## config.mk

```make
export PLATFORM = sky130hd
export DESIGN_NAME = axi_dma_w_beat_gen
export DESIGN_NICKNAME = d
export VERILOG_FILES = /design/src/rtl/axi_dma_w_beat_gen.sv
export SDC_FILE = /design/constraint.sdc
export NUM_CORES = 1
export LEC_CHECK = 0
export ABC_AREA = 1
export BUFFER_PORTS_ARGS = -buffer_cell sky130_fd_sc_hd__buf_2
export CORE_ASPECT_RATIO = 1.1
export CORE_MARGIN = 3
export CORE_UTILIZATION = 34
export DETAILED_ROUTE_END_ITERATION = 7
export GPL_TIMING_DRIVEN = 0
export PLACE_DENSITY_LB_ADDON = 0.3
export RECOVER_POWER = 25
export SYNTH_ARGS = -nofsm -noshare
export SYNTH_HDL_FRONTEND = slang
export SYNTH_SLANG_ARGS = --single-unit
```

## constraint.sdc

```tcl
create_clock -name clk_i -period 1.5 [get_ports clk_i]
set_input_delay 0.15 -clock clk_i [delete_from_list [all_inputs] [get_ports clk_i]]
set_output_delay 0.15 -clock clk_i [all_outputs]
set_load 0.01 [all_outputs]
```

## src/rtl/axi_dma_w_beat_gen.sv

```systemverilog
// AXI W-channel beat generator: turns a held write descriptor into W beats with
// first/last byte strobes, popping one realigned buffer word per beat.
module axi_dma_w_beat_gen #(
  parameter int unsigned DataWidth = 64
) (
  input  logic                                 clk_i,
  input  logic                                 rst_i,
  input  logic [$clog2(DataWidth/8)-1:0]       desc_offset_i,
  input  logic [$clog2(DataWidth/8)-1:0]       desc_tailer_i,
  input  logic [7:0]                           desc_num_beats_i,
  input  logic                                 desc_is_single_i,
  input  logic                                 desc_valid_i,
  output logic                                 desc_ready_o,
  input  logic [DataWidth-1:0]                 buf_data_i,
  input  logic                                 buf_valid_i,
  output logic                                 buf_ready_o,
  output logic [DataWidth-1:0]                 w_data_o,
  output logic [DataWidth/8-1:0]               w_strb_o,
  output logic                                 w_last_o,
  output logic                                 w_valid_o,
  input  logic                                 w_ready_i,
  output logic                                 burst_done_o
);

  localparam int unsigned StrbWidth   = DataWidth / 8;
  localparam int unsigned OffsetWidth = $clog2(StrbWidth);

  typedef enum logic {StIdle, StBurst} state_e;

  state_e                 state_q, state_d;
  logic [OffsetWidth-1:0] offset_q, offset_d;
  logic [OffsetWidth-1:0] tailer_q, tailer_d;
  logic [7:0]             num_beats_q, num_beats_d;
  logic                   is_single_q, is_single_d;
  logic [7:0]             beat_cnt_q, beat_cnt_d;

  logic                 in_burst;
  logic                 last;
  logic                 beat_hs;
  logic                 desc_hs;
  logic [StrbWidth-1:0] first_mask;
  logic [StrbWidth-1:0] last_mask;
  logic [StrbWidth-1:0] strb;

  always_comb begin
    // Outputs are forced low during reset, so an aborted burst never shows last/done.
    in_burst     = (state_q == StBurst) && !rst_i;
    last         = (beat_cnt_q == num_beats_q) || is_single_q;
    w_valid_o    = in_burst && buf_valid_i;
    buf_ready_o  = in_burst && w_ready_i;
    beat_hs      = w_valid_o && w_ready_i;
    w_last_o     = in_burst && last;
    burst_done_o = beat_hs && last;
    desc_ready_o = !rst_i && ((state_q == StIdle) || burst_done_o);
    desc_hs      = desc_valid_i && desc_ready_o;
    w_data_o     = buf_data_i;

    first_mask = {StrbWidth{1'b1}} << offset_q;
    last_mask  = (tailer_q == '0) ? {StrbWidth{1'b1}} : ~({StrbWidth{1'b1}} << tailer_q);
    strb       = {StrbWidth{1'b1}};
    if (beat_cnt_q == 8'd0) strb = strb & first_mask;
    if (last)               strb = strb & last_mask;
    w_strb_o   = in_burst ? strb : '0;
  end

  always_comb begin
    state_d     = state_q;
    offset_d    = offset_q;
    tailer_d    = tailer_q;
    num_beats_d = num_beats_q;
    is_single_d = is_single_q;
    beat_cnt_d  = beat_cnt_q;

    if (beat_hs) beat_cnt_d = beat_cnt_q + 8'd1;

    // A descriptor taken on the last beat reloads in place for a bubble-free chain.
    if (desc_hs) begin
      state_d     = StBurst;
      offset_d    = desc_offset_i;
      tailer_d    = desc_tailer_i;
      num_beats_d = desc_num_beats_i;
      is_single_d = desc_is_single_i;
      beat_cnt_d  = 8'd0;
    end else if (burst_done_o) begin
      state_d = StIdle;
    end
  end

  always_ff @(posedge clk_i) begin
    if (rst_i) begin
      state_q     <= StIdle;
      offset_q    <= '0;
      tailer_q    <= '0;
      num_beats_q <= 8'd0;
      is_single_q <= 1'b0;
      beat_cnt_q  <= 8'd0;
    end else begin
      state_q     <= state_d;
      offset_q    <= offset_d;
      tailer_q    <= tailer_d;
      num_beats_q <= num_beats_d;
      is_single_q <= is_single_d;
      beat_cnt_q  <= beat_cnt_d;
    end
  end

endmodule

```

## Yosys cells after proc, flatten, opt, wreduce, memory -nomap -nowiden

Index checks and enable logic that the tools add are counted.

| storage, ports and cells | value |
|---|---|
| register bits | 24 |
| bits of input ports | 84 |
| output and inout port bits | 77 |
| logic and storage cells | 34 |

| operators by class | value |
|---|---|
| add/subtract/negate cells | 1 |
| equal/unequal tests | 1 |
| shift-type cells | 2 |
| muxes and demuxes | 6 |
| bitwise gates (word level) | 3 |
| reduce and logical (&&, ||, !) cells | 15 |

Operators with widths:

| cell | number |
|---|---|
| $mux W8 | 4 |
| $shl A8 B3 Y8 const A | 2 |
| $add A8 B1 Y8 const B | 1 |
| $and A8 B8 Y8 | 1 |
| $eq A8 B8 Y1 | 1 |
| $logic_and A1 B1 Y1 | 8 |
| $logic_not A8 Y1 | 1 |
| $not A8 Y8 | 1 |
| $logic_not A3 Y1 | 1 |
| $logic_or A1 B1 Y1 | 2 |
| $mux W1 | 2 |
| $reduce_bool A2 Y1 | 1 |
| $reduce_or A2 Y1 | 1 |
| $logic_not A1 Y1 | 1 |
| $not A1 Y1 | 1 |

## Depth between registers and ports, before layout

| logic depth | value |
|---|---|
| depth in word-level cells | 9 |
| gate-level depth with buffers | 13 |
| depth with buffers taken out | 12 |

## Least setup slack after synthesis

OpenSTA, ideal clock, no wires.

| timing | value |
|---|---|
| path type | reg2reg |
| start point | register beat_cnt_q[3] |
| end point | register num_beats_q[3] |
| library setup time | 114 ps |
| arrival time | 1371 ps |
| required time | 1386 ps |
| setup slack | 15 ps |
| cell stages (with the launch flop) | 14 |
| path buffers | 1 |
| period minus slack after synthesis | 1485 ps |
| path through | dfxtp_1 inv_1 nand2_1 nand2_1 nand2_1 nor2_1 nand2_1 nand2_2 nand2_2 nand2_2 nand3_4 buf_2 nand3_1 nand2_1 |

| between the ends | value |
|---|---|
| cells in the longest elaborated chain, start to end | 6 |

Ends and longest elaborated chain:

| item | RTL line | source |
|---|---|---|
| from (decl) | 35 | `logic [7:0] beat_cnt_q, beat_cnt_d;` |
| from (signal assigned) | 103 | `beat_cnt_q <= beat_cnt_d;` |
| $eq A8 B8 Y1 | 48 | `last = (beat_cnt_q == num_beats_q) \|\| is_single_q;` |
| $logic_or A1 B1 Y1 | 48 |  |
| $logic_and A1 B1 Y1 | 53 | `burst_done_o = beat_hs && last;` |
| $logic_or A1 B1 Y1 | 54 | `desc_ready_o = !rst_i && ((state_q == StIdle) \|\| burst_done_o);` |
| $logic_and A1 B1 Y1 | 54 |  |
| $logic_and A1 B1 Y1 | 55 | `desc_hs = desc_valid_i && desc_ready_o;` |
| to (signal assigned) | 101 | `num_beats_q <= num_beats_d;` |
| to (decl) | 33 | `logic [7:0] num_beats_q, num_beats_d;` |

Every way passes these cells.
A chain may end at the register's enable or synchronous reset.

## Worst setup path after layout

| timing | value |
|---|---|
| start point | register beat_cnt_q[1] |
| end point | output w_strb_o[6] |

| between the ends | value |
|---|---|
| cells in the longest elaborated chain, start to end | 5 |
| elaborated cells on any way between the ends | 7 |
| classes of those cells | eq/ne (1); mux (3); bitwise (1); reduce/logical (2) |

Ends and longest elaborated chain:

| item | RTL line | source |
|---|---|---|
| $logic_not A8 Y1 | 61 | `if (beat_cnt_q == 8'd0) strb = strb & first_mask;` |
| $mux W8 | 61 |  |
| $and A8 B8 Y8 | 62 | `if (last) strb = strb & last_mask;` |
| $mux W8 * | 62 |  |
| $mux W8 * | 63 | `w_strb_o = in_burst ? strb : '0;` |
| to (decl) | 18 | `output logic [DataWidth/8-1:0] w_strb_o,` |

Mark *: on every way between the ends. The rest lies on a longest branch, timed or not.

==> impl_metrics.py <==
metrics = {
    "cts": {
        "clock_tree.root_cell": "clkbuf_8",
        "clk_latency_ns": 0.26,
        "cts_buffers": 3,
        "clk_pin_slew_ns": 0.09,
        "cts_max_path_buffers": 2,
        "cts_max_level": 1,
        "clock_sinks": 24,
        "cts_tree": "yes",
    },
    "floorplanning": {
        "core_area_mm2": 0.00510,
        "fp.dieH_um": 82.7,
        "rows": 27,
        "ios": 161,
        "die_w_um": 75.7,
        "die_area_mm2": 0.00626,
        "start_util_pct": 35.6,
    },
    "global_routing": {
        "antenna_found_initial": 0,
        "grt_first_pass_wirelength_um": 6890,
        "overflow": 0,
        "grt_max_degree": 14,
        "grt_pass1_vias": 1633,
        "track_usage_pct": 14.2,
    },
    "critical_path": {
        "rrSetupSlack_ns": -0.22,
        "required_ns": 1.35,
        "crit_chain": "inv_2, ha_4, nand3_4, nor2_4, and3_4, nand2_2, nand2_2, nor2_2, buf_2",
        "worstSetupEndpointType": "primary output",
        "worst_path_largest_cell_delay_ns": 0.34,
        "crit_fanout": 3,
        "cp_slowest_cell": "dfxtp_2",
        "cpMostUsedCell": "nand2_2",
        "crit_type": "register to primary output",
        "timing.rr.start": "num_beats_q[4]$_SDFFE_PP0P_",
        "startpoint": "beat_cnt_q[1]$_SDFFE_PP0P_",
        "r2r-end": "num_beats_q[3]$_SDFFE_PP0P_",
        "crit_arrival_ns": 1.60,
        "crit_path_start_kind": "register",
        "ff2ff_path_depth": 12,
    },
    "logic_synthesis": {
        "synth_seq_cells": 24,
        "synth_area_per_cell_um2": 7.04,
        "yosysUniqueCellTypes": 24,
        "yosysWarnings": 0,
        "syn_nets": 346,
        "synthCells": 258,
        "ys_seq_area_share_pct": 26.4,
        "syn_area_mm2": 0.00182,
    },
    "placement": {
        "portBuffers": 95,
        "hpwl_um": 3740,
        "place_inst": 425,
        "place.gp.congestion": 0.840,
        "dpl-instance-area_mm2": 0.00238,
    },
    "power": {
        "ir_drop_uv": 768,
        "power.density_mw_per_mm2": 620,
        "leakage_nw": 1.48,
    },
    "route": {
        "via_per_inst": 4.33,
        "drt_first_pass_iters": 4,
        "vias": 1939,
        "ant_nets": 0,
        "drt-initial-drc-count": 71,
        "drt_wl_total_um": 5090,
        "wire_per_inst_um": 11.4,
        "drc": 0,
    },
    "worst_hold_path": {
        "hp-class": "input pin to register",
        "hold_start": "desc_num_beats_i[5]",
        "holdPathStages": 3,
        "whs_endpoint": "num_beats_q[5]$_SDFFE_PP0P_",
    },
    "timing": {
        "fmaxAchievable_mhz": 571,
        "worstMarginPinSlew_ns": 0.693,
        "finalHoldViolCount": 0,
        "finalClockSkew_ns": 0.00480,
        "rsz0062_at_grt": "yes",
        "slew_headroom_pct": 53.8,
        "fin_ws_ns": -0.253,
        "slew_violations": 0,
        "setup_viol": 35,
        "finalCritPeriodShare_pct": 117,
        "period_needed_ns": 1.75,
    },
    "run": {
        "drv_cap": 0,
    },
    "status": {
        "status": "finished with violations",
        "violations": "setup timing",
    },
    "final_layout": {
        "synthToLayoutAreaGrowth_pct": 54.5,
        "finalNonFillerCells": 448,
        "post-route-util_pct": 55.0,
        "postLayoutCellArea_mm2": 0.00281,
        "final_cell_mix": "buf_4, buf_2, nand2_1",
        "fillers": 468,
        "diodes": 0,
        "finalNetCount": 465,
        "layout-drive-gt1-share_pct": 60.6,
    },
}
-- cells by family after synthesis --
group,Yosys count,synth area share [%]
AOI/OAI and AO/OA,11,3.65
xor gates and xnor gates,11,5.30
adders and majority gates,4,2.75
buffers and inverters,95,33.2
DFF,24,26.4
and+or+nand+nor,113,28.7
-- timing repair --
action	in CTS	in global routing
gates cloned	1	0
setup endpoints to repair	35	35
pin swaps	10	20
gates resized for setup	51	27
buffers inserted	11	7
hold buffers	0	0
-- stage by stage --
| stage | hold WS (ns) | worst slack [ns] | total power, mW | TNS, ns |
|---|---|---|---|---|
| after floorplan | 0.219 | 0.0151 | 1.05 | 0 |
| after global placement | 0.376 | -0.249 | 1.21 | -3.75 |
| after detailed placement | 0.381 | -0.263 | 1.22 | -3.86 |
| after CTS | 0.102 | -0.270 | 1.72 | -6.04 |
| after global routing | 0.107 | -0.349 | 1.84 | -9.79 |
| final | 0.0944 | -0.253 | 1.74 | -5.97 |
-- where the power goes --
part	internal, mW	leakage (nW)	total [mW]	switching, mW
sequential	0.671	0.203	0.709	0.0380
clock	0.234	0.0288	0.437	0.203
combinational	0.306	1.25	0.594	0.288
-- sequential cells by signal, indices dropped and copies added, names as in the netlist --
signal and count:
tailer_q 3, num_beats_q 8, is_single_q 1, beat_cnt_q 8
offset_q 3, state_q 1
-- Yosys cell counts, drive strengths merged --
master / instances / area [um^2]
a21oi: 7 / 46.3
and3: 1 / 6.26
buf: 67 / 497
clkbuf: 2 / 7.51
clkinv: 1 / 5.00
dfxtp: 24 / 480
ha: 4 / 50.1
inv: 25 / 93.8
nand2: 49 / 194
nand3: 33 / 178
nand4: 2 / 12.5
nor2: 21 / 78.8
nor3: 7 / 51.3
o21ai: 4 / 20.0
xnor2: 4 / 35.0
xor2: 7 / 61.3
-- critical path: cells and delay by family (launching register included) --
family / cells / cell delay [ns]
simple gates: 6 / 0.62
flops: 1 / 0.34
buf+inv: 2 / 0.22
fa+ha+maj: 1 / 0.15
-- layer usage --
layer | wire length, um | up-vias | share of wire [%] | track usage (%)
met2 | 2690 | 98 | 53 | 27.3
li1 | - | 980 | - | -
met1 | 1980 | 859 | 39 | 15.8
met5 | 0 | - | 0 | 0
met4 | 23 | 0 | 0.45 | 2.97
met3 | 404 | 2 | 7.9 | 2.78
-- worst max path at each step --
stage,end,slack (ns),cells after the start
global placement,desc_ready_o,-0.25,6
floorplan,num_beats_q[3]$_SDFFE_PP0P_,0.02,13
detailed placement,desc_ready_o,-0.26,11
global route,num_beats_q[6]$_SDFFE_PP0P_,-0.35,14
finish,w_strb_o[6],-0.25,9
CTS,desc_ready_o,-0.27,9
-- area by class of cell --
type	count	area [um^2]	area share (%)
multi-input combinational	139	908	32.4
timing repair buffer	114	633	22.5
buffer	69	514	18.3
sequential	24	503	17.9
inverter	26	104	3.70
tap	72	90.1	3.21
clock buffer	4	55.1	1.96
No activity file was read; power rests on OpenSTA's default activity.
